<file path="src/rtl/draw_image_blit.sv">
// Raster image blitter: walks an IMG_W x IMG_H ROM, offsets each pixel by a latched origin,
// clips to the screen, optionally drops a key colour, and emits registered VGA writes.
module draw_image_blit #(
  parameter int                    IMG_W      = 160,
  parameter int                    IMG_H      = 120,
  parameter int                    SCREEN_W   = 160,
  parameter int                    SCREEN_H   = 120,
  parameter int                    COLOUR_W   = 9,
  parameter int                    ADDR_W     = 15,
  parameter int                    ROM_LAT    = 1,
  parameter int                    KEY_EN     = 0,
  parameter logic [COLOUR_W-1:0]   KEY_COLOUR = {COLOUR_W{1'b0}}
) (
  input  logic                clk,
  input  logic                resetn,
  input  logic                start,
  input  logic [7:0]          x0,
  input  logic [6:0]          y0,
  output logic [ADDR_W-1:0]   rom_addr,
  input  logic [COLOUR_W-1:0] rom_q,
  output logic                busy,
  output logic                done,
  output logic [7:0]          x,
  output logic [6:0]          y,
  output logic [COLOUR_W-1:0] colour,
  output logic                plot
);

  localparam int COL_W = (IMG_W > 1) ? $clog2(IMG_W) : 1;
  localparam int ROW_W = (IMG_H > 1) ? $clog2(IMG_H) : 1;
  localparam logic [COL_W-1:0]  COL_LAST  = COL_W'(IMG_W - 1);
  localparam logic [ROW_W-1:0]  ROW_LAST  = ROW_W'(IMG_H - 1);
  localparam logic [ADDR_W-1:0] IMG_W_A   = ADDR_W'(IMG_W);
  localparam logic [2:0]        DRAIN_END = 3'(ROM_LAT);
  localparam int                TAIL      = ROM_LAT - 1;

  typedef enum logic [1:0] {IDLE, RUN, DRAIN, DONE} state_t;

  state_t                      state_q, state_d;
  logic [COL_W-1:0]            col_q, col_d;
  logic [ROW_W-1:0]            row_q, row_d;
  logic [7:0]                  x0_q, x0_d;
  logic [6:0]                  y0_q, y0_d;
  logic [2:0]                  drain_q, drain_d;
  logic [ROM_LAT-1:0]          vld_q, vld_d;
  logic [ROM_LAT-1:0][8:0]     sx_q, sx_d;
  logic [ROM_LAT-1:0][7:0]     sy_q, sy_d;
  logic                        busy_q, busy_d;
  logic                        done_q, done_d;
  logic [7:0]                  x_q, x_d;
  logic [6:0]                  y_q, y_d;
  logic [COLOUR_W-1:0]         colour_q, colour_d;
  logic                        plot_q, plot_d;
  logic                        pix_ok;

  assign rom_addr = ADDR_W'(row_q) * IMG_W_A + ADDR_W'(col_q);

  // Next-state, counter, delay-line and output-register logic
  always_comb begin
    state_d  = state_q;
    col_d    = col_q;
    row_d    = row_q;
    x0_d     = x0_q;
    y0_d     = y0_q;
    drain_d  = drain_q;
    busy_d   = busy_q;
    done_d   = 1'b0;
    vld_d    = vld_q;
    sx_d     = sx_q;
    sy_d     = sy_q;
    for (int i = ROM_LAT - 1; i > 0; i--) begin
      vld_d[i] = vld_q[i-1];
      sx_d[i]  = sx_q[i-1];
      sy_d[i]  = sy_q[i-1];
    end
    // Stage 0 always carries the coordinates of the address currently on rom_addr
    vld_d[0] = 1'b0;
    sx_d[0]  = 9'(x0_q) + 9'(col_q);
    sy_d[0]  = 8'(y0_q) + 8'(row_q);

    case (state_q)
      IDLE: begin
        if (start) begin
          x0_d    = x0;
          y0_d    = y0;
          col_d   = '0;
          row_d   = '0;
          busy_d  = 1'b1;
          state_d = RUN;
        end else begin
          state_d = IDLE;
        end
      end
      RUN: begin
        vld_d[0] = 1'b1;
        if (col_q == COL_LAST) begin
          col_d = '0;
          if (row_q == ROW_LAST) begin
            row_d   = '0;
            drain_d = 3'd0;
            state_d = DRAIN;
          end else begin
            row_d = row_q + 1'b1;
          end
        end else begin
          col_d = col_q + 1'b1;
        end
      end
      DRAIN: begin
        if (drain_q == DRAIN_END) begin
          state_d = DONE;
        end else begin
          drain_d = drain_q + 3'd1;
        end
      end
      DONE: begin
        done_d  = 1'b1;
        busy_d  = 1'b0;
        state_d = IDLE;
      end
      default: begin
        state_d = IDLE;
      end
    endcase

    pix_ok = vld_q[TAIL]
             && (sx_q[TAIL] < 9'(SCREEN_W))
             && (sy_q[TAIL] < 8'(SCREEN_H))
             && !((KEY_EN != 0) && (rom_q == KEY_COLOUR));
    plot_d = pix_ok;
    if (pix_ok) begin
      x_d      = sx_q[TAIL][7:0];
      y_d      = sy_q[TAIL][6:0];
      colour_d = rom_q;
    end else begin
      x_d      = x_q;
      y_d      = y_q;
      colour_d = colour_q;
    end
  end

  // State and output registers; reset aborts any draw without a done pulse
  always_ff @(posedge clk or negedge resetn) begin
    if (!resetn) begin
      state_q  <= IDLE;
      col_q    <= '0;
      row_q    <= '0;
      x0_q     <= 8'd0;
      y0_q     <= 7'd0;
      drain_q  <= 3'd0;
      vld_q    <= '0;
      sx_q     <= '0;
      sy_q     <= '0;
      busy_q   <= 1'b0;
      done_q   <= 1'b0;
      x_q      <= 8'd0;
      y_q      <= 7'd0;
      colour_q <= '0;
      plot_q   <= 1'b0;
    end else begin
      state_q  <= state_d;
      col_q    <= col_d;
      row_q    <= row_d;
      x0_q     <= x0_d;
      y0_q     <= y0_d;
      drain_q  <= drain_d;
      vld_q    <= vld_d;
      sx_q     <= sx_d;
      sy_q     <= sy_d;
      busy_q   <= busy_d;
      done_q   <= done_d;
      x_q      <= x_d;
      y_q      <= y_d;
      colour_q <= colour_d;
      plot_q   <= plot_d;
    end
  end

  assign busy   = busy_q;
  assign done   = done_q;
  assign x      = x_q;
  assign y      = y_q;
  assign colour = colour_q;
  assign plot   = plot_q;

endmodule
</file>
<file path="config.mk">
export PLATFORM = sky130hd
export DESIGN_NAME = draw_image_blit
export DESIGN_NICKNAME = d
export VERILOG_FILES = /design/src/rtl/draw_image_blit.sv
export SDC_FILE = /design/constraint.sdc
export NUM_CORES = 1
export LEC_CHECK = 0
export ABC_AREA = 1
export ABC_CLOCK_PERIOD_IN_PS = 6800
export CORE_MARGIN = 2
export CORE_UTILIZATION = 50
export DETAILED_ROUTE_END_ITERATION = 7
export DONT_BUFFER_PORTS = 1
export GPL_ROUTABILITY_DRIVEN = 0
export SYNTH_ARGS = -nofsm -noshare
export SYNTH_HDL_FRONTEND = slang
export SYNTH_SLANG_ARGS = --single-unit
</file>
<file path="constraint.sdc">
create_clock -name clk -period 6.8 [get_ports clk]
set_input_delay 1.02 -clock clk [delete_from_list [all_inputs] [get_ports clk]]
set_output_delay 1.02 -clock clk [all_outputs]
set_load 0.005 [all_outputs]
</file>
==> impl_table.tex, run 1 <==
\begin{tabular}{lr}
\hline
Metric & Value \\
\hline
\multicolumn{2}{l}{\textbf{Synth}} \\
\quad Post-synthesis cell type count & 35 \\
\quad Synthesized area & 0.004402 sq mm \\
\quad Top cells by area in the synthesized netlist & sky130\_fd\_sc\_hd\_\_dfrtp\_1 (45\%), sky130\_fd\_sc\_hd\_\_nand2\_1 (16\%), sky130\_fd\_sc\_hd\_\_ha\_1 (10\%), sky130\_fd\_sc\_hd\_\_inv\_1 (4.1\%), sky130\_fd\_sc\_hd\_\_nand3\_1 (3.3\%) \\
\quad Number of register bits inferred by synthesis & 80 \\
\quad Mean instance size in the synthesized netlist & 8.481 sq um \\
\quad Net Count, Synth & 586 \\
\quad Post-synthesis sequential area ratio & 0.4548 \\
\quad Number of enable flip-flop cells after synthesis & 0 \\
\quad Ys flop type & sky130\_fd\_sc\_hd\_\_dfrtp\_1 \\
\quad Top cell type by total area after synthesis & sky130\_fd\_sc\_hd\_\_dfrtp\_1 \\
\quad Post-Syn Instances & 519 \\
\quad Commonest cells in the synthesized netlist & sky130\_fd\_sc\_hd\_\_nand2\_1 (192), sky130\_fd\_sc\_hd\_\_dfrtp\_1 (80), sky130\_fd\_sc\_hd\_\_inv\_1 (48) \\
\quad Top-area cell type share of the netlist area & 0.4548 \\
\quad Synth warnings & 0 \\
\quad Share of flip-flops with an asynchronous set or reset & 1.000 \\
\quad Count leader, synth & sky130\_fd\_sc\_hd\_\_nand2\_1 \\
\multicolumn{2}{l}{\textbf{Floorplanning}} \\
\quad Cell row count & 34 \\
\quad Die ar. & 0.009570 sq mm \\
\quad Placeable Area & 0.008636 sq mm \\
\quad Vertical extent of the die & 97.83 um \\
\quad Number of top-level pins & 69 \\
\quad Initial core utilization & 0.5097 \\
\quad Die extent in x & 97.83 um \\
\multicolumn{2}{l}{\textbf{Place}} \\
\quad Buffers on Ports & 0 \\
\quad DPL Wire Length & 6200 um \\
\multicolumn{2}{l}{\textbf{Min path}} \\
\quad Type of the worst min-delay path & in2async \\
\multicolumn{2}{l}{\textbf{STA}} \\
\quad Share of the cycle needed by the critical path after routing & 0.5437 \\
\quad Max-slew violation total from the final report & 0 \\
\quad Worst hold margin & 0.3600 ns \\
\quad Aggregate negative setup slack & 0 ns \\
\quad Max Clock Freq & 270.5 MHz \\
\quad Max Clock Skew & 0.01689 ns \\
\quad Final setup violation count & 0 \\
\quad Shortest period the worst path allows & 3.697 ns \\
\quad Worst-margin pin slew & 0.7796 ns \\
\quad Max-Slew Margin vs Limit & 0.4790 \\
\quad Final number of hold-violating endpoints & 0 \\
\quad Setup repair after global routing missed its margin & no \\
\multicolumn{2}{l}{\textbf{Setup path}} \\
\quad End point of the critical path & rom\_addr[13] \\
\quad Logic depth of the worst register-to-register path & 9 \\
\quad Worst setup EP type & output port \\
\quad Worst Setup Path Type & reg2out \\
\quad Launching element type of the critical path & flip-flop \\
\quad Worst reg-to-reg setup slack & 4.71 ns \\
\quad Critical path data required time & 5.78 ns \\
\quad Start point of the critical path & row\_q[3] \\
\quad Critical Path Fanout Max & 7 \\
\quad Startpoint of the most critical register-to-register path & state\_q[1] \\
\quad Worst Path Arrival & 2.68 ns \\
\quad Worst reg2reg endpoint & row\_q[4] \\
\multicolumn{2}{l}{\textbf{GRT}} \\
\quad Pin count of the biggest net entering global routing & 81 \\
\quad Initial antenna violation count & 0 \\
\quad Total global routing overflow & 0 \\
\quad GRT Overall Usage & 0.1870 \\
\quad Number of global-route vias before repair & 3157 \\
\quad Global-route wire length before repair & 14810 um \\
\multicolumn{2}{l}{\textbf{Clock tree}} \\
\quad Clock insertion delay at the later pin of the skew report & 0.34 ns \\
\quad Deepest level of the CTS H-tree & 3 \\
\quad TritonCTS Buffers & 9 \\
\quad Root cell of the clock tree & sky130\_fd\_sc\_hd\_\_clkbuf\_8 \\
\quad Clock Pin Slew Worst Setup and Hold Paths & 0.09 ns \\
\quad Total clock sinks & 80 \\
\quad Gates resized, CTS repair & 0 \\
\quad CTS tree & yes \\
\quad Total of hold buffers inserted after clock tree synthesis & 0 \\
\quad Setup bufs post-CTS & 0 \\
\quad Max Root-Sink Buffers & 2 \\
\multicolumn{2}{l}{\textbf{Finish}} \\
\quad Layout net count & 584 \\
\quad Ratio of cells with drive above 1 in the final layout & 0.05364 \\
\quad Fillers & 812 \\
\quad Area growth from synthesis to final layout & 5.713\% \\
\quad Antenna diodes & 0 \\
\multicolumn{2}{l}{\textbf{Routing}} \\
\quad Routed Antenna Nets & 0 \\
\quad TritonRoute pass-1 iters & 6 \\
\quad Number of remaining DRC errors & 0 \\
\quad Total Routed Length & 8468 um \\
\quad Post-detailed-route via-to-cell ratio & 5.087 \\
\quad Wire length per cell & 13.44 um \\
\quad Drt first-iter violations & 137 \\
\quad Vias & 3205 \\
\multicolumn{2}{l}{\textbf{Power}} \\
\quad Power share of the clock group & 0.427 \\
\quad Power per Cell Area & 180.9 mW/mm\^{}2 \\
\quad Cell-internal power & 0.6601 mW \\
\quad Switching part of the total & 0.2159 \\
\quad VDD IR-drop max & 89.04 uV \\
\quad Leakage power of the design & 2.622 nW \\
\quad Part of the power in registers & 0.570 \\
\quad Power after layout & 0.8420 mW \\
\quad Net switching component of the power & 0.1818 mW \\
\quad Combinational Power Share & 0.003 \\
\multicolumn{2}{l}{\textbf{Status}} \\
\quad Run status & finished clean \\
\multicolumn{2}{l}{\textbf{Run}} \\
\quad \# Max-Cap Violations & 0 \\
\hline
\end{tabular}
routing by layer:
layer	vias up	global-route usage	part of all wire
met5	-	0	0
met4	0	0.05128	0.0072
met3	7	0.03865	0.038
met2	60	0.3135	0.48
met1	1482	0.2477	0.47
li1	1656	-	-
power groups by stage:
| stage | logic (mW) | registers [mW] | clock network (mW) |
|---|---|---|---|
| global route | 0.00294 | 0.480 | 0.389 |
| global placement | 0.00221 | 0.490 | 0 |
| CTS | 0.00231 | 0.480 | 0.371 |
| floorplan | 0.00206 | 0.489 | 0 |
| detailed placement | 0.00232 | 0.490 | 0 |
| finish | 0.00226 | 0.480 | 0.360 |
stage by stage:
| step | cell area [sq um] | cells | worst slack [ns] | utilization |
|---|---|---|---|---|
| 2_1_floorplan | 4402 | 519 | 3.740 | - |
| 3_3_place_gp | 4447 | 614 | 3.600 | 0.5149 |
| 3_5_place_dp | 4447 | 614 | 3.500 | 0.5149 |
| 4_1_cts | 4653 | 630 | 3.113 | 0.5388 |
| 5_1_grt | 4653 | 630 | 2.927 | 0.5388 |
| 6_report | 4653 | 630 | 3.103 | 0.5388 |
cells by family after synthesis:
logic type,Yosys count,synth area share
AO/OA/AOI/OAI,45,0.05941
XOR/XNOR,22,0.04378
adder cells (fa/ha/maj),40,0.1205
buffers and inverters,66,0.06623
flip-flops,80,0.4548
AND/OR/NAND/NOR,266,0.2553
layout by cell type, fill, tap and decap left out, drive strengths merged, types with 7 or more instances in the layout:
cell type | netlist | final
nand2 | 194 | 194
dfrtp | 80 | 80
inv | 52 | 52
ha | 36 | 36
nand3 | 30 | 30
a21oi | 18 | 18
nor2 | 18 | 18
o21ai | 17 | 17
nand4 | 16 | 16
xor2 | 15 | 15
clkbuf | 3 | 10
xnor2 | 7 | 7
critical path, cell delays in order, from the launching register on:
cell and delay (ns):
sky130_fd_sc_hd__dfrtp_1 0.48, sky130_fd_sc_hd__ha_1 0.34, sky130_fd_sc_hd__ha_1 0.25, sky130_fd_sc_hd__fa_1 0.41
sky130_fd_sc_hd__xor2_1 0.30, sky130_fd_sc_hd__nand3_1 0.16, sky130_fd_sc_hd__nor2_1 0.18, sky130_fd_sc_hd__nand2_1 0.06
sky130_fd_sc_hd__nand2_1 0.07, sky130_fd_sc_hd__nand2_1 0.08
state kept, by name (all words and copies together) (netlist names):
register  flops
y0_q          7
row_q         7
drain_q       3
busy          1
x             8
sy_q          8
vld_q         1
sx_q          9
x0_q          8
state_q       2
col_q         8
y             7
done          1
colour        9
plot          1
worst min path at each step:
stage	end	slack, ns	depth (start not counted)
3_3_place_gp	y[1]	0.43	2
4_1_cts	colour[8]	0.34	0
5_1_grt	colour[8]	0.34	0
6_report	y0_q[5]	0.36	0
2_1_floorplan	x[0]	0.42	2
3_5_place_dp	x[1]	0.42	2
area by class of cell:
cell class                 instances  area (sq um)  share of cell area
multi-input combinational        373          2108              0.4531
clock inverter                     6         68.82             0.01479
tap                              108         135.1             0.02904
clock buffer                      10         137.6             0.02958
sequential                        80          2002              0.4302
inverter                          53         201.4             0.04329
Note: power is estimated with default switching activity, not from simulation.
==> inputs of run 2 (changes only) <==
--- a/config.mk
+++ b/config.mk
@@ -5,8 +5,8 @@
 export SDC_FILE = /design/constraint.sdc
 export NUM_CORES = 1
 export LEC_CHECK = 0
-export ABC_AREA = 1
-export ABC_CLOCK_PERIOD_IN_PS = 6800
+export ABC_AREA = 0
+export ABC_CLOCK_PERIOD_IN_PS = 3690
 export CORE_MARGIN = 2
 export CORE_UTILIZATION = 50
 export DETAILED_ROUTE_END_ITERATION = 7
==> constraint.sdc (replaced) <==
create_clock -name clk -period 3.69 [get_ports clk]
set_input_delay 0.5535 -clock clk [delete_from_list [all_inputs] [get_ports clk]]
set_output_delay 0.5535 -clock clk [all_outputs]
set_load 0.005 [all_outputs]
==> impl_table.tex, run 2 <==
\begin{tabular}{lr}
\hline
Metric & Value \\
\hline
\multicolumn{2}{l}{\textbf{Status}} \\
\quad Run status & finished clean \\
\multicolumn{2}{l}{\textbf{Synth}} \\
\quad Number of register bits inferred by synthesis & 80 (unchanged) \\
\quad Synthesized area & 0.004230 sq mm (-3.9\%) \\
\quad Number of enable flip-flop cells after synthesis & 0 (unchanged) \\
\quad Count leader, synth & sky130\_fd\_sc\_hd\_\_dfrtp\_1 \\
\quad Ys flop type & sky130\_fd\_sc\_hd\_\_dfrtp\_1 \\
\quad Synth warnings & 0 (unchanged) \\
\quad Net Count, Synth & 433 (-26\%) \\
\quad Mean instance size in the synthesized netlist & 11.56 sq um (+36\%) \\
\quad Top cell type by total area after synthesis & sky130\_fd\_sc\_hd\_\_dfrtp\_1 \\
\quad Commonest cells in the synthesized netlist & sky130\_fd\_sc\_hd\_\_dfrtp\_1 (80), sky130\_fd\_sc\_hd\_\_mux2\_2 (39), sky130\_fd\_sc\_hd\_\_ha\_1 (36) \\
\quad Post-synthesis cell type count & 50 (+43\%) \\
\quad Top cells by area in the synthesized netlist & sky130\_fd\_sc\_hd\_\_dfrtp\_1 (47\%), sky130\_fd\_sc\_hd\_\_ha\_1 (11\%), sky130\_fd\_sc\_hd\_\_mux2\_2 (10\%), sky130\_fd\_sc\_hd\_\_xnor2\_1 (3.1\%), sky130\_fd\_sc\_hd\_\_inv\_1 (2.1\%) \\
\quad Share of flip-flops with an asynchronous set or reset & 1.000 (unchanged) \\
\quad Post-synthesis sequential area ratio & 0.4732 (+0.01843) \\
\quad Top-area cell type share of the netlist area & 0.4732 (+0.01843) \\
\quad Post-Syn Instances & 366 (-29\%) \\
\multicolumn{2}{l}{\textbf{STA}} \\
\quad Worst-margin pin slew & 0.9046 ns (+0.1250 ns) \\
\quad Aggregate negative setup slack & 0 ns (unchanged) \\
\quad Max Clock Freq & 296.6 MHz \\
\quad Setup repair after global routing missed its margin & no \\
\quad Shortest period the worst path allows & 3.371 ns \\
\quad Share of the cycle needed by the critical path after routing & 0.9136 \\
\quad Max-Slew Margin vs Limit & 0.3918 (-0.08725) \\
\quad Max-slew violation total from the final report & 0 (unchanged) \\
\quad Final setup violation count & 0 (unchanged) \\
\quad Final number of hold-violating endpoints & 0 (unchanged) \\
\quad Max Clock Skew & 0.008490 ns (-0.008397 ns) \\
\multicolumn{2}{l}{\textbf{Setup path}} \\
\quad Count of buffering cells on the critical path with inverters included & 0 (unchanged) \\
\quad Worst Path Arrival & 2.82 ns (+0.14 ns) \\
\quad Critical path data required time & 3.14 ns (-2.64 ns) \\
\quad Cell type group with the largest total delay on the critical path & adder cells \\
\quad Cell with the largest stage delay on the worst path & sky130\_fd\_sc\_hd\_\_dfrtp\_1 \\
\quad Crit-path cells & ha\_1 -> ha\_1 -> fa\_1 -> a21o\_1 -> a21oi\_1 -> xnor2\_1 -> nor3\_1 -> xor2\_1 \\
\quad Start point of the critical path & row\_q[1] \\
\quad Worst setup EP type & output port \\
\quad Top cell by count, worst path & sky130\_fd\_sc\_hd\_\_ha\_1 \\
\quad Launching element type of the critical path & flip-flop \\
\quad Critical Path Fanout Max & 8 (+1) \\
\quad CP max stage delay & 0.47 ns (about the same) \\
\quad Startpoint of the most critical register-to-register path & state\_q[1] \\
\quad Worst Setup Path Type & reg2out \\
\multicolumn{2}{l}{\textbf{Floorplanning}} \\
\quad Cell row count & 33 (-2.9\%) \\
\quad Initial core utilization & 0.5148 (+0.005140) \\
\quad Number of top-level pins & 69 (unchanged) \\
\quad Placeable Area & 0.008217 sq mm (-4.9\%) \\
\quad Die ar. & 0.009212 sq mm (-3.7\%) \\
\quad Vertical extent of the die & 95.98 um (-1.9\%) \\
\quad Die extent in x & 95.98 um (-1.9\%) \\
\multicolumn{2}{l}{\textbf{Power}} \\
\quad Leakage power of the design & 2.172 nW (-17\%) \\
\quad Combinational Power Share & 0.016 (+0.013) \\
\quad Cell-internal power & 1.218 mW (+85\%) \\
\quad Switching part of the total & 0.2124 (-0.003492) \\
\quad VDD IR-drop max & 194.6 uV (+120\%) \\
\quad Power share of the clock group & 0.413 (-0.014) \\
\quad Net switching component of the power & 0.3286 mW (+81\%) \\
\quad Part of the power in registers & 0.572 (+0.002) \\
\quad Power per Cell Area & 341.1 mW/mm\^{}2 (+89\%) \\
\multicolumn{2}{l}{\textbf{Routing}} \\
\quad Total Routed Length & 7619 um (-10\%) \\
\quad Routed Antenna Nets & 0 (unchanged) \\
\quad Vias & 2666 (-17\%) \\
\quad Drt first-iter violations & 128 (-6.6\%) \\
\quad Number of remaining DRC errors & 0 (unchanged) \\
\quad Wire length per cell & 15.91 um (+18\%) \\
\quad Post-detailed-route via-to-cell ratio & 5.566 (+9.4\%) \\
\quad TritonRoute pass-1 iters & 4 (-2) \\
\multicolumn{2}{l}{\textbf{GRT}} \\
\quad Total global routing overflow & 0 (unchanged) \\
\quad Pin count of the biggest net entering global routing & 81 (unchanged) \\
\quad Initial antenna violation count & 0 (unchanged) \\
\quad Number of global-route vias before repair & 2608 (-17\%) \\
\quad GRT Overall Usage & 0.1771 (-0.009965) \\
\quad Global-route wire length before repair & 12520 um (-16\%) \\
\multicolumn{2}{l}{\textbf{Finish}} \\
\quad Utilization of the core after routing & 0.5519 (+0.01302) \\
\quad Antenna diodes & 0 (unchanged) \\
\quad Commonest cells after routing, fill and taps aside & sky130\_fd\_sc\_hd\_\_dfrtp\_1 (80), sky130\_fd\_sc\_hd\_\_mux2\_2 (39), sky130\_fd\_sc\_hd\_\_ha\_1 (36) \\
\quad Commonest non-fill, non-tap cell in the layout & sky130\_fd\_sc\_hd\_\_dfrtp\_1 \\
\quad Ratio of cells with drive above 1 in the final layout & 0.1711 (+0.1175) \\
\quad Fillers & 731 (-10\%) \\
\quad Area growth from synthesis to final layout & 7.187\% \\
\quad Layout net count & 436 (-25\%) \\
\multicolumn{2}{l}{\textbf{Min path}} \\
\quad Type of the worst min-delay path & in2async \\
\multicolumn{2}{l}{\textbf{Place}} \\
\quad DPL Wire Length & 5540 um (-11\%) \\
\quad Buffers on Ports & 0 (unchanged) \\
\multicolumn{2}{l}{\textbf{Clock tree}} \\
\quad TritonCTS Buffers & 9 (unchanged) \\
\quad Clock insertion delay at the later pin of the skew report & 0.34 ns (about the same) \\
\quad CTS tree & yes \\
\quad Total clock sinks & 80 (unchanged) \\
\quad Clock Pin Slew Worst Setup and Hold Paths & 0.08 ns (about the same) \\
\quad Deepest level of the CTS H-tree & 3 (unchanged) \\
\quad Root cell of the clock tree & sky130\_fd\_sc\_hd\_\_clkbuf\_8 \\
\quad Max Root-Sink Buffers & 2 (unchanged) \\
\multicolumn{2}{l}{\textbf{Run}} \\
\quad \# Max-Cap Violations & 0 (unchanged) \\
\hline
\end{tabular}
==> run 2: changes by cell type in the layout (fill, tap and decap cells not counted), sizes merged, moves of 8 or more <==
cell,delta
nand3,-24
nand2,-171
xor2,-8
mux2,+41
nand4,-13
xnor2,+8
inv,-28
==> run 2: cell type report <==
| cell class | instances | area [sq um] | area share |
|---|---|---|---|
| flip-flops and latches | 80 | 2002 | 0.4415 |
| clock buffers | 11 | 141.4 | 0.03118 |
| multi-input cells | 252 | 2078 | 0.4583 |
| repair buffers | 2 | 35.03 | 0.007726 |
| well taps | 105 | 131.4 | 0.02897 |
| inverters | 24 | 90.09 | 0.01987 |
| clock inverters | 5 | 56.30 | 0.01242 |
==> run 2: cells by family (layout without fill, tap and decap cells) <==
kind of cell	after synthesis	after routing	share of synthesized area
muxes	43	43	0.1139
DFF	80	80	0.4732
adders and majority gates	40	40	0.1254
and+or+nand+nor	78	78	0.09228
xor gates and xnor gates	22	22	0.04555
AOI/OAI and AO/OA	69	69	0.1133
buffers and inverters	34	42	0.03638
==> run 2: path summary, 6_finish.rpt <==
| kind | slack [ns] | endpoint | depth (start not counted) |
|---|---|---|---|
| worst max-delay path | 0.32 | rom_addr[13] | 8 |
| worst min-delay path | 0.11 | row_q[3] | 1 |
| worst max register to register | 1.21 | row_q[5] | 6 |
| worst min register to register | 0.48 | y[0] | 1 |
| max in group asynchronous | 3.28 | sy_q[1] | 1 |
| min in group clk | 0.35 | y0_q[2] | 1 |
==> run 2: timing repair <==
| item | CTS | global route |
|---|---|---|
| endpoints found under the hold margin | 80 | 0 |
| hold buffers | 1 | 0 |
| resized for setup | 0 | 0 |
| buffers inserted | 0 | 0 |
==> run 2: per-layer routing <==
metal  vias to the layer above  GRT usage  part of all wire
met2                        50     0.2778              0.47
met5                         -          0                 0
met1                      1306     0.2358              0.48
met3                         4    0.05325             0.041
met4                         0    0.05595            0.0058
li1                       1306          -                 -
==> run 2: per-stage QoR <==
step / instance area [sq um] / power (mW) / hold slack [ns] / std cells / setup WS (ns)
global route: 4534 / 1.624 / 0.1074 / 479 / 0.07352
detailed placement: 4309 / 0.9072 / 0.2599 / 462 / 0.6963
CTS: 4534 / 1.582 / 0.1027 / 479 / 0.3010
finish: 4534 / 1.547 / 0.1105 / 479 / 0.3189
global placement: 4309 / 0.9067 / 0.2599 / 462 / 0.7926
floorplan: 4230 / 0.9059 / 0.2579 / 366 / 0.9031
==> run 2: power groups by stage <==
stage          combinational (mW)  clock [mW]  sequential (mW)
2_1_floorplan             0.00461           0            0.901
6_report                   0.0244       0.638            0.884
5_1_grt                    0.0285       0.710            0.885
4_1_cts                    0.0261       0.672            0.884
3_3_place_gp              0.00485           0            0.902
3_5_place_dp              0.00518           0            0.902
==> inputs of run 3 (changes only) <==
--- a/config.mk
+++ b/config.mk
@@ -12,6 +12,7 @@
 export DETAILED_ROUTE_END_ITERATION = 7
 export DONT_BUFFER_PORTS = 1
 export GPL_ROUTABILITY_DRIVEN = 0
+export RECOVER_POWER = 50
 export SYNTH_ARGS = -nofsm -noshare
 export SYNTH_HDL_FRONTEND = slang
 export SYNTH_SLANG_ARGS = --single-unit
==> impl_table.tex, run 3 (synthesis results as in run 2) <==
\begin{tabular}{lr}
\hline
Metric & Value \\
\hline
\multicolumn{2}{l}{\textbf{Status}} \\
\quad Run status & complete, but fails checks \\
\quad Failing checks & capacitance limit, slew limit \\
\multicolumn{2}{l}{\textbf{Finish}} \\
\quad Area growth from synthesis to final layout & 6.655\% \\
\quad Ratio of cells with drive above 1 in the final layout & 0.1711 (unchanged) \\
\quad Commonest non-fill, non-tap cell in the layout & sky130\_fd\_sc\_hd\_\_dfrtp\_1 \\
\quad Commonest cells after routing, fill and taps aside & sky130\_fd\_sc\_hd\_\_dfrtp\_1 (80), sky130\_fd\_sc\_hd\_\_mux2\_2 (39), sky130\_fd\_sc\_hd\_\_ha\_1 (36) \\
\quad Multi-input logic area & 0.002078 sq mm (unchanged) \\
\quad Fillers & 734 (+0.41\%) \\
\quad Sequential standard cell area & 0.002002 sq mm (unchanged) \\
\quad Final non-filler cell total & 479 (unchanged) \\
\quad Antenna diodes & 0 (unchanged) \\
\quad Layout net count & 436 (unchanged) \\
\quad Fin area & 0.004512 sq mm (-0.50\%) \\
\multicolumn{2}{l}{\textbf{Min path}} \\
\quad Type of the worst min-delay path & in2reg \\
\quad Min-Delay Endpoint & y0\_q[2] \\
\quad Min-Delay Startpoint & y0[2] \\
\quad Hold path cells & 1 \\
\multicolumn{2}{l}{\textbf{Place}} \\
\quad Total instance count after detailed placement & 462 (unchanged) \\
\quad Placement-stage cell area & 0.004309 sq mm (unchanged) \\
\quad DPL Wire Length & 5540 um (unchanged) \\
\quad Buffers on Ports & 0 (unchanged) \\
\quad Post-Place Worst Slack & 0.6963 ns (unchanged) \\
\multicolumn{2}{l}{\textbf{STA}} \\
\quad Worst Slack Setup Final & 0.3151 ns (-0.003765 ns) \\
\quad Max Clock Skew & 0.008070 ns (-0.0004198 ns) \\
\quad Worst-margin pin slew & 1.917 ns (+1.012 ns) \\
\quad Max-Slew Margin vs Limit & -0.2779 (-0.6697) \\
\quad Setup repair after global routing missed its margin & no \\
\quad Final setup violation count & 0 (unchanged) \\
\quad Final number of hold-violating endpoints & 0 (unchanged) \\
\quad Aggregate negative setup slack & 0 ns (unchanged) \\
\quad Max Clock Freq & 296.3 MHz (-0.11\%) \\
\quad Share of the cycle needed by the critical path after routing & 0.9146 (+0.001020) \\
\quad Shortest period the worst path allows & 3.375 ns (+0.003765 ns) \\
\quad Max-slew violation total from the final report & 81 (+81) \\
\multicolumn{2}{l}{\textbf{Setup path}} \\
\quad Worst reg-to-reg setup slack & 1.22 ns (about the same) \\
\quad Crit-path cells & ha\_1 -> ha\_1 -> fa\_1 -> a21o\_1 -> a21oi\_1 -> xnor2\_1 -> nor3\_1 -> xor2\_1 \\
\quad Number of logic stages on the critical path including buffering & 8 (unchanged) \\
\quad Worst setup EP type & output port \\
\quad Cell type group with the largest total delay on the critical path & adder cells \\
\quad Launching element type of the critical path & flip-flop \\
\quad Worst Setup Path Type & reg2out \\
\quad Cell with the largest stage delay on the worst path & sky130\_fd\_sc\_hd\_\_dfrtp\_1 \\
\quad Count of buffering cells on the critical path with inverters included & 0 (unchanged) \\
\quad Top cell by count, worst path & sky130\_fd\_sc\_hd\_\_ha\_1 \\
\quad Critical Path Fanout Max & 8 (unchanged) \\
\quad Logic depth of the worst register-to-register path & 6 (unchanged) \\
\quad Worst Path Arrival & 2.82 ns (about the same) \\
\quad CP max stage delay & 0.47 ns (about the same) \\
\quad Worst reg2reg endpoint & row\_q[5] \\
\quad Critical path data required time & 3.14 ns (about the same) \\
\quad Startpoint of the most critical register-to-register path & state\_q[1] \\
\multicolumn{2}{l}{\textbf{GRT}} \\
\quad Total global routing overflow & 0 (unchanged) \\
\quad Pin count of the biggest net entering global routing & 81 (unchanged) \\
\quad Layer carrying the most global-route usage & met2 \\
\quad Initial antenna violation count & 0 (unchanged) \\
\quad Number of global-route vias before repair & 2608 (unchanged) \\
\quad Met2 track utilization from global routing & 0.2778 (unchanged) \\
\quad Global-route wire length before repair & 12520 um (unchanged) \\
\quad GRT Overall Usage & 0.1771 (unchanged) \\
\quad Global routing usage on met1 & 0.2358 (unchanged) \\
\quad M3 GR Usage & 0.05325 (unchanged) \\
\multicolumn{2}{l}{\textbf{Routing}} \\
\quad Number of remaining DRC errors & 0 (unchanged) \\
\quad Total Routed Length & 7568 um (-0.67\%) \\
\quad TritonRoute pass-1 iters & 4 (unchanged) \\
\quad Vias & 2666 (unchanged) \\
\quad Post-detailed-route via-to-cell ratio & 5.566 (unchanged) \\
\quad Drt first-iter violations & 123 (-3.9\%) \\
\quad Wire length per cell & 15.80 um (-0.67\%) \\
\quad Routed Antenna Nets & 0 (unchanged) \\
\multicolumn{2}{l}{\textbf{Floorplanning}} \\
\quad Number of top-level pins & 69 (unchanged) \\
\quad Placeable Area & 0.008217 sq mm (unchanged) \\
\quad Cell row count & 33 (unchanged) \\
\quad Vertical extent of the die & 95.98 um (unchanged) \\
\quad Die extent in x & 95.98 um (unchanged) \\
\quad Initial core utilization & 0.5148 (unchanged) \\
\quad Die ar. & 0.009212 sq mm (unchanged) \\
\multicolumn{2}{l}{\textbf{Clock tree}} \\
\quad TritonCTS Buffers & 9 (unchanged) \\
\quad Clock insertion delay at the later pin of the skew report & 0.34 ns (about the same) \\
\quad Clock Pin Slew Worst Setup and Hold Paths & 0.08 ns (about the same) \\
\quad Total of hold buffers inserted after clock tree synthesis & 1 (unchanged) \\
\quad Root cell of the clock tree & sky130\_fd\_sc\_hd\_\_clkbuf\_8 \\
\quad Total clock sinks & 80 (unchanged) \\
\quad Max Root-Sink Buffers & 2 (unchanged) \\
\quad Gates resized, CTS repair & 0 (unchanged) \\
\quad CTS tree & yes \\
\quad Setup bufs post-CTS & 0 (unchanged) \\
\quad Deepest level of the CTS H-tree & 3 (unchanged) \\
\multicolumn{2}{l}{\textbf{Power}} \\
\quad Power share of the clock group & 0.413 (about the same) \\
\quad Combinational Power Share & 0.014 (-0.002) \\
\quad Power after layout & 1.544 mW (-0.18\%) \\
\quad Cell-internal power & 1.215 mW (-0.23\%) \\
\quad Leakage power of the design & 2.164 nW (-0.39\%) \\
\quad Power per Cell Area & 342.2 mW/mm\^{}2 (+0.32\%) \\
\quad Net switching component of the power & 0.3285 mW (about the same) \\
\quad Part of the power in registers & 0.573 (about the same) \\
\quad Switching part of the total & 0.2128 (+0.0003569) \\
\quad VDD IR-drop max & 194.8 uV (about the same) \\
\multicolumn{2}{l}{\textbf{Run}} \\
\quad \# Max-Cap Violations & 1 (+1) \\
\hline
\end{tabular}
-- run 3: changes by cell type in the layout (fill, tap and decap cells not counted), sizes merged --
cell	previous run	this run
buf	2	1
clkbuf	11	12
-- run 3: layout make-up --
cell class / count / area share
clock buffers: 11 / 0.03134
well taps: 105 / 0.02912
inverters: 24 / 0.01997
repair buffers: 2 / 0.002773
multi-input cells: 252 / 0.4606
clock inverters: 5 / 0.01248
flip-flops and latches: 80 / 0.4437
-- run 3: metal layers --
layer  wire [um]  vias up
met2        3582       50
li1            -     1308
met4          78        0
met3         345        6
met1        3563     1302
met5           0        -
-- run 3: power groups by stage --
| stage | Sequential, mW | Combinational [mW] | Clock [mW] |
|---|---|---|---|
| 2_1_floorplan | 0.901 | 0.00461 | 0 |
| 3_3_place_gp | 0.902 | 0.00485 | 0 |
| 3_5_place_dp | 0.902 | 0.00518 | 0 |
| 4_1_cts | 0.884 | 0.0261 | 0.672 |
| 5_1_grt | 0.885 | 0.0257 | 0.710 |
| 6_report | 0.884 | 0.0212 | 0.638 |
-- run 3: how the worst max path moves through the flow --
stage              from            to  slack [ns]
2_1_floorplan  row_q[1]  rom_addr[13]        0.90
3_3_place_gp   row_q[1]  rom_addr[13]        0.79
3_5_place_dp   row_q[1]  rom_addr[13]        0.70
4_1_cts        row_q[1]  rom_addr[13]        0.30
5_1_grt        row_q[3]  rom_addr[13]        0.07
6_report       row_q[1]  rom_addr[13]        0.32
-- run 3: metrics by stage --
stage / util / hold slack [ns]
2_1_floorplan: - / 0.2579
3_3_place_gp: 0.5244 / 0.2599
3_5_place_dp: 0.5244 / 0.2599
4_1_cts: 0.5519 / 0.1027
5_1_grt: 0.5491 / 0.3232
6_report: 0.5491 / 0.3520
